File: config.mk
export PLATFORM = sky130hd
export DESIGN_NAME = rr_mux_arb
export DESIGN_NICKNAME = d
export VERILOG_FILES = /design/src/rtl/rr_mux_pkg.sv /design/src/rtl/rr_arb_core.sv /design/src/rtl/rr_mux_arb.sv
export SDC_FILE = /design/constraint.sdc
export NUM_CORES = 1
export LEC_CHECK = 0
export CORE_UTILIZATION = 37
export CTS_BUF_LIST = sky130_fd_sc_hd__clkbuf_4 sky130_fd_sc_hd__clkbuf_8 sky130_fd_sc_hd__clkbuf_16
export DETAILED_ROUTE_END_ITERATION = 7
export PLACE_DENSITY = 0.85
export SYNTH_ARGS = -nofsm -noshare
export SYNTH_HDL_FRONTEND = slang
export SYNTH_HIERARCHICAL = 1
export SYNTH_SLANG_ARGS = --single-unit
File: constraint.sdc
create_clock -name clk -period 3.4 [get_ports clk]
set_clock_uncertainty 0.05 [all_clocks]
set_input_delay 1.02 -clock clk [delete_from_list [all_inputs] [get_ports clk]]
set_output_delay 1.02 -clock clk [all_outputs]
set_load 0.02 [all_outputs]
File: src/rtl/rr_mux_pkg.sv
// Shared types and helpers for the rr_mux_arb valid/ready N:1 arbitrating multiplexer.
package rr_mux_pkg;

    typedef enum logic {
        MODE_FIXED = 1'b0,
        MODE_RR    = 1'b1
    } mode_e;

    // Width of a channel index; a single channel still gets a 1-bit index.
    function automatic int sel_width(input int n);
        return (n > 1) ? $clog2(n) : 1;
    endfunction

endpackage

File: src/rtl/rr_arb_core.sv
// Combinational arbiter: picks one requester either lowest-index-first or
// round-robin starting at ptr, returning a one-hot grant and its encoded index.
module rr_arb_core
    import rr_mux_pkg::*;
#(
    parameter int NUM_CH = 4,
    parameter int SEL_W  = sel_width(NUM_CH)
) (
    input  logic [NUM_CH-1:0] req,
    input  logic              mode,
    input  logic [SEL_W-1:0]  ptr,
    output logic [NUM_CH-1:0] grant,
    output logic [SEL_W-1:0]  grant_idx,
    output logic              grant_vld
);

    int start;
    int idx;

    always_comb begin
        grant     = '0;
        grant_idx = '0;
        grant_vld = 1'b0;
        start     = 0;
        idx       = 0;

        // Fixed priority is simply a round-robin search anchored at channel 0.
        if (mode_e'(mode) == MODE_RR && int'(ptr) < NUM_CH) begin
            start = int'(ptr);
        end

        for (int k = 0; k < NUM_CH; k++) begin
            idx = start + k;
            if (idx >= NUM_CH) begin
                idx = idx - NUM_CH;
            end
            if (!grant_vld && req[idx]) begin
                grant_vld  = 1'b1;
                grant[idx] = 1'b1;
                grant_idx  = SEL_W'(idx);
            end
        end
    end

endmodule

File: src/rtl/rr_mux_arb.sv
// N:1 valid/ready arbitrating mux with a registered output slot (latency 1, 1 beat/cycle).
// Optional packet locking on in_last/out_last is enabled by defining RR_MUX_LOCK_EN.
module rr_mux_arb
    import rr_mux_pkg::*;
#(
    parameter  int NUM_CH = 4,
    parameter  int DATA_W = 8,
    localparam int SEL_W  = sel_width(NUM_CH)
) (
    input  logic                     clk,
    input  logic                     rst_n,
    input  logic                     mode,
    input  logic [NUM_CH-1:0]        in_valid,
    input  logic [NUM_CH*DATA_W-1:0] in_data,
`ifdef RR_MUX_LOCK_EN
    input  logic [NUM_CH-1:0]        in_last,
    output logic                     out_last,
`endif
    output logic [NUM_CH-1:0]        in_ready,
    output logic                     out_valid,
    output logic [DATA_W-1:0]        out_data,
    output logic [SEL_W-1:0]         out_sel,
    input  logic                     out_ready
);

    logic              out_valid_q, out_valid_d;
    logic [DATA_W-1:0] out_data_q,  out_data_d;
    logic [SEL_W-1:0]  out_sel_q,   out_sel_d;
    logic [SEL_W-1:0]  ptr_q,       ptr_d;

    logic              slot_free;
    logic              accept;
    logic              pkt_end;
    logic [NUM_CH-1:0] req;
    logic [NUM_CH-1:0] grant;
    logic [SEL_W-1:0]  grant_idx;
    logic              grant_vld;
    logic [DATA_W-1:0] sel_data;
    int                ptr_nxt;

`ifdef RR_MUX_LOCK_EN
    logic              lock_q,     lock_d;
    logic [SEL_W-1:0]  lock_ch_q,  lock_ch_d;
    logic              out_last_q, out_last_d;
    logic [NUM_CH-1:0] lock_mask;
`endif

    // While a packet is open only the owning channel may compete.
    always_comb begin
        req = in_valid;
`ifdef RR_MUX_LOCK_EN
        lock_mask = '0;
        lock_mask[lock_ch_q] = 1'b1;
        if (lock_q) begin
            req = in_valid & lock_mask;
        end
`endif
    end

    rr_arb_core #(
        .NUM_CH (NUM_CH),
        .SEL_W  (SEL_W)
    ) u_arb_core (
        .req       (req),
        .mode      (mode),
        .ptr       (ptr_q),
        .grant     (grant),
        .grant_idx (grant_idx),
        .grant_vld (grant_vld)
    );

    always_comb begin
        slot_free = !out_valid_q || out_ready;
        // Gating with rst_n keeps producers from seeing a grant during reset.
        in_ready  = (rst_n && slot_free) ? grant : '0;
        accept    = slot_free && grant_vld;
        sel_data  = in_data[int'(grant_idx)*DATA_W +: DATA_W];

        ptr_nxt = int'(grant_idx) + 1;
        if (ptr_nxt >= NUM_CH) begin
            ptr_nxt = 0;
        end

`ifdef RR_MUX_LOCK_EN
        pkt_end = in_last[grant_idx];
`else
        pkt_end = 1'b1;
`endif
    end

    always_comb begin
        out_valid_d = out_valid_q;
        out_data_d  = out_data_q;
        out_sel_d   = out_sel_q;
        ptr_d       = ptr_q;
`ifdef RR_MUX_LOCK_EN
        lock_d      = lock_q;
        lock_ch_d   = lock_ch_q;
        out_last_d  = out_last_q;
`endif

        // Drain and reload share one cycle, so a free slot always takes the new beat.
        if (slot_free) begin
            out_valid_d = accept;
        end

        if (accept) begin
            out_data_d = sel_data;
            out_sel_d  = grant_idx;
`ifdef RR_MUX_LOCK_EN
            out_last_d = in_last[grant_idx];
            lock_d     = !in_last[grant_idx];
            lock_ch_d  = grant_idx;
`endif
            if (mode_e'(mode) == MODE_RR && pkt_end) begin
                ptr_d = SEL_W'(ptr_nxt);
            end
        end
    end

    always_ff @(posedge clk or negedge rst_n) begin
        if (!rst_n) begin
            out_valid_q <= 1'b0;
            out_data_q  <= '0;
            out_sel_q   <= '0;
            ptr_q       <= '0;
        end else begin
            out_valid_q <= out_valid_d;
            out_data_q  <= out_data_d;
            out_sel_q   <= out_sel_d;
            ptr_q       <= ptr_d;
        end
    end

`ifdef RR_MUX_LOCK_EN
    always_ff @(posedge clk or negedge rst_n) begin
        if (!rst_n) begin
            lock_q     <= 1'b0;
            lock_ch_q  <= '0;
            out_last_q <= 1'b0;
        end else begin
            lock_q     <= lock_d;
            lock_ch_q  <= lock_ch_d;
            out_last_q <= out_last_d;
        end
    end

    assign out_last = out_last_q;
`endif

    assign out_valid = out_valid_q;
    assign out_data  = out_data_q;
    assign out_sel   = out_sel_q;

endmodule

==> flow_metrics.env <==
export IMPL_status="finished with violations"
export IMPL_violations="negative setup slack"
export IMPL_power_leakage_nw=0.861
export IMPL_first_pass_iters=5
export IMPL_hold_class="flip-flop to flip-flop"
export IMPL_cts_root_buf="clkbuf_4"
export IMPL_crit_type="primary input to primary output"
export IMPL_final_cell_mix="45 x clkdlybuf4s50_1, 31 x buf_4, 13 x dfrtp_1, 12 x mux2_2, 8 x mux4_2"
export IMPL_rsz0062_at_grt="true"
export IMPL_setup_slack_ns=-0.207
export IMPL_power_mw=1.35
export IMPL_floorplan_die_area_um2=3430
export IMPL_io_pins=55
export IMPL_setup_violations=4
export IMPL_cts_hold_buf=0
export IMPL_clk_latency_ns=0.27
export IMPL_maxSlewViolCount=0
export IMPL_grt_total_usage_pct=22.2
export IMPL_ys_warn_count=6
export IMPL_max_freq_ghz=0.277
export IMPL_drtAntennaViolNets=0
export IMPL_tns_ns=-0.753
export IMPL_internal_power_uw=824
export IMPL_antennaDiodeCount=0
export IMPL_rows=20
export IMPL_nFillCells=235
export IMPL_synth_cell_types=39
export IMPL_grt_max_degree=14
export IMPL_syn_nets=155
export IMPL_peakVddDrop_mv=0.373
export IMPL_chipWidth_um=58.5
export IMPL_muxShareOfSynthArea_pct=31.7
export IMPL_final_cell_area_um2=2080
export IMPL_vias=1267
export IMPL_synth_area_um2=1180
export IMPL_synth_cells=114
export IMPL_use_met3_pct=3.96
export IMPL_synth_compound_area_share_pct=14.9
export IMPL_synth_top_area_cell="dfrtp_1"
export IMPL_viasPerCell=5.28
export IMPL_dp_cells=233
export IMPL_wl_per_cell_um=15.2
export IMPL_sw_frac_of_total_pct=39.1
export IMPL_p_seq_share_pct=20.8
export IMPL_met1_usage_pct=29.7
export IMPL_synth_top_cell_area_share_pct=27.5
export IMPL_start_util_pct=38.7
export IMPL_slew_headroom_pct=70.6
export IMPL_p_comb_share_pct=71.7
export IMPL_cts_buffers=3
export IMPL_maxCapViolCount=0
export IMPL_clkSlewWorstSetupHoldPaths_ns=0.07
export IMPL_power_switching_uw=528
export IMPL_synth_edf_count=0
export IMPL_synthToLayoutAreaGrowth_pct=75.6
export IMPL_grt_pass1_vias=1212
export IMPL_layout_commonest_cell="clkdlybuf4s50_1"
export IMPL_finalCriticalPeriod_ns=3.61
export IMPL_required_ns=2.33
export IMPL_final_nets=238
export IMPL_clock_sinks=13
export IMPL_synth_xor_area_share_pct=0
export IMPL_dp_hpwl_mm=2.93
export IMPL_final_util_pct=68.0
export IMPL_dieHeight_um=58.5
export IMPL_cp_end_kind="primary output"
export IMPL_wirelength_mm=3.64
export IMPL_multiInputGateArea_um2=860
export IMPL_ys_ff_latch=13
export IMPL_async_flop_share_pct=100
export IMPL_power_density_nw_per_um2=651
export IMPL_crit_fanout=9
export IMPL_hold_viol=0
export IMPL_instances_no_fill=240
export IMPL_cts_tree="done"
export IMPL_drc_errors=0
export IMPL_clock_path_buffers=2
export IMPL_synth_top_family_by_area="multiplexers"
export IMPL_ys_flop_type="dfrtp_1"
export IMPL_port_buffers=54
export IMPL_yosys_area_share_simple_pct=18.6
export IMPL_routabilityCongestion=0.859
export IMPL_period_share_pct=106
export IMPL_overflow=0
export IMPL_use_met2_pct=37.8
export IMPL_seq_area_frac_synth_pct=27.5
export IMPL_final_seq_area_um2=325
export IMPL_tightest_slew_ns=0.439
export IMPL_yosys_area_share_adder_pct=1.06
export IMPL_drive_gt1_share_pct=44.4
export IMPL_start_kind="primary input"
export IMPL_coreArea_um2=3050
export IMPL_grt_busiest_layer="met2"
export IMPL_arrival_ns=2.54
export IMPL_synth_area_top_cells="dfrtp_1 28%, mux4_2 15%, mux2_2 11%, mux2i_1 5.1%, and3_1 3.2%"
export IMPL_drtIter0Drc=49
export IMPL_h_tree_depth=1
export IMPL_p_clk_share_pct=7.4
export IMPL_placed_cell_area_um2=1970
export IMPL_syn_area_per_cell_um2=10.4
export IMPL_grt_pass1_wl_mm=5.71
export IMPL_antenna_found_initial=0
## critical path: stages
cell	delay (ns)
buf_8	0.10
buf_4	0.16
nand2_2	0.08
mux2i_2	0.23
mux2i_1	0.22
buf_4	0.17
nand2_2	0.07
o221ai_2	0.18
and3_4	0.20
buf_6	0.11
## flip-flops by register name, summed over array words and instances (netlist names)
| signal | cells |
|---|---|
| out_valid | 1 |
| ptr_q | 2 |
| out_sel | 2 |
| out_data | 8 |
## cell families (layout without fill, tap and decap cells)
logic type	count (synthesis)	count (layout)
AO/OA/AOI/OAI	24	24
multiplexers	26	26
buffers and inverters	13	95
flip-flops	13	13
AND/OR/NAND/NOR	37	37
adder cells (fa/ha/maj)	1	1
## per-layer routing
metal | wire [µm] | part of all wire [%]
met3 | 89 | 2.4
met2 | 1960 | 54
met5 | 0 | 0
met4 | 25 | 0.69
met1 | 1570 | 43
## cell usage after synthesis, types with 4 or more instances
master / count
dfrtp_1: 13
inv_1: 4
o21ai_0: 4
mux2i_1: 6
and3_1: 6
buf_2: 4
mux2_2: 12
mux4_2: 8
nor2_1: 6
nand2_1: 4
## final timing paths
| check | end | startpoint | cells after the start | slack (ns) |
|---|---|---|---|---|
| max in group asynchronous | out_valid | rst_n | 2 | 1.99 |
| min in group asynchronous | out_data[7] | rst_n | 2 | 1.15 |
| hold reg to reg | out_data[4] | out_data[4] | 1 | 0.46 |
| hold / removal | out_data[4] | out_data[4] | 1 | 0.46 |
| setup / recovery | in_ready[0] | mode | 10 | -0.21 |
| setup reg to reg | out_data[6] | ptr_q[1] | 11 | 0.38 |
## power by group through the flow
stage,Clock (mW),Sequential [mW],Combinational (mW)
after floorplan,0,0.345,0.475
after global placement,0,0.279,0.886
after detailed placement,0,0.286,0.907
after CTS,0.104,0.281,0.915
after global routing,0.114,0.292,1.04
final,0.100,0.282,0.969
## layout make-up
class                           instances  share of cell area [%]
Clock buffer                            4                    1.45
Timing Repair Buffer                   87                    38.1
Tap cell                               44                    2.65
Inverter                                4                   0.723
Multi-Input combinational cell         88                    41.4
Sequential cell                        13                    15.7
## through the flow
step | setup slack [ns] | hold WS [ns]
floorplan | -0.0771 | 0.431
CTS | -0.297 | 0.459
detailed placement | -1.15 | 0.443
global placement | -1.13 | 0.438
finish | -0.207 | 0.456
global route | -0.305 | 0.467
## timing repair
action / 4_1_cts / 5_1_grt
pin swaps: 3 / 8
gates resized for setup: 43 / 17
buffers inserted: 1 / 3
setup endpoints to repair: 14 / 11
No activity file was read; power rests on OpenSTA's default activity.
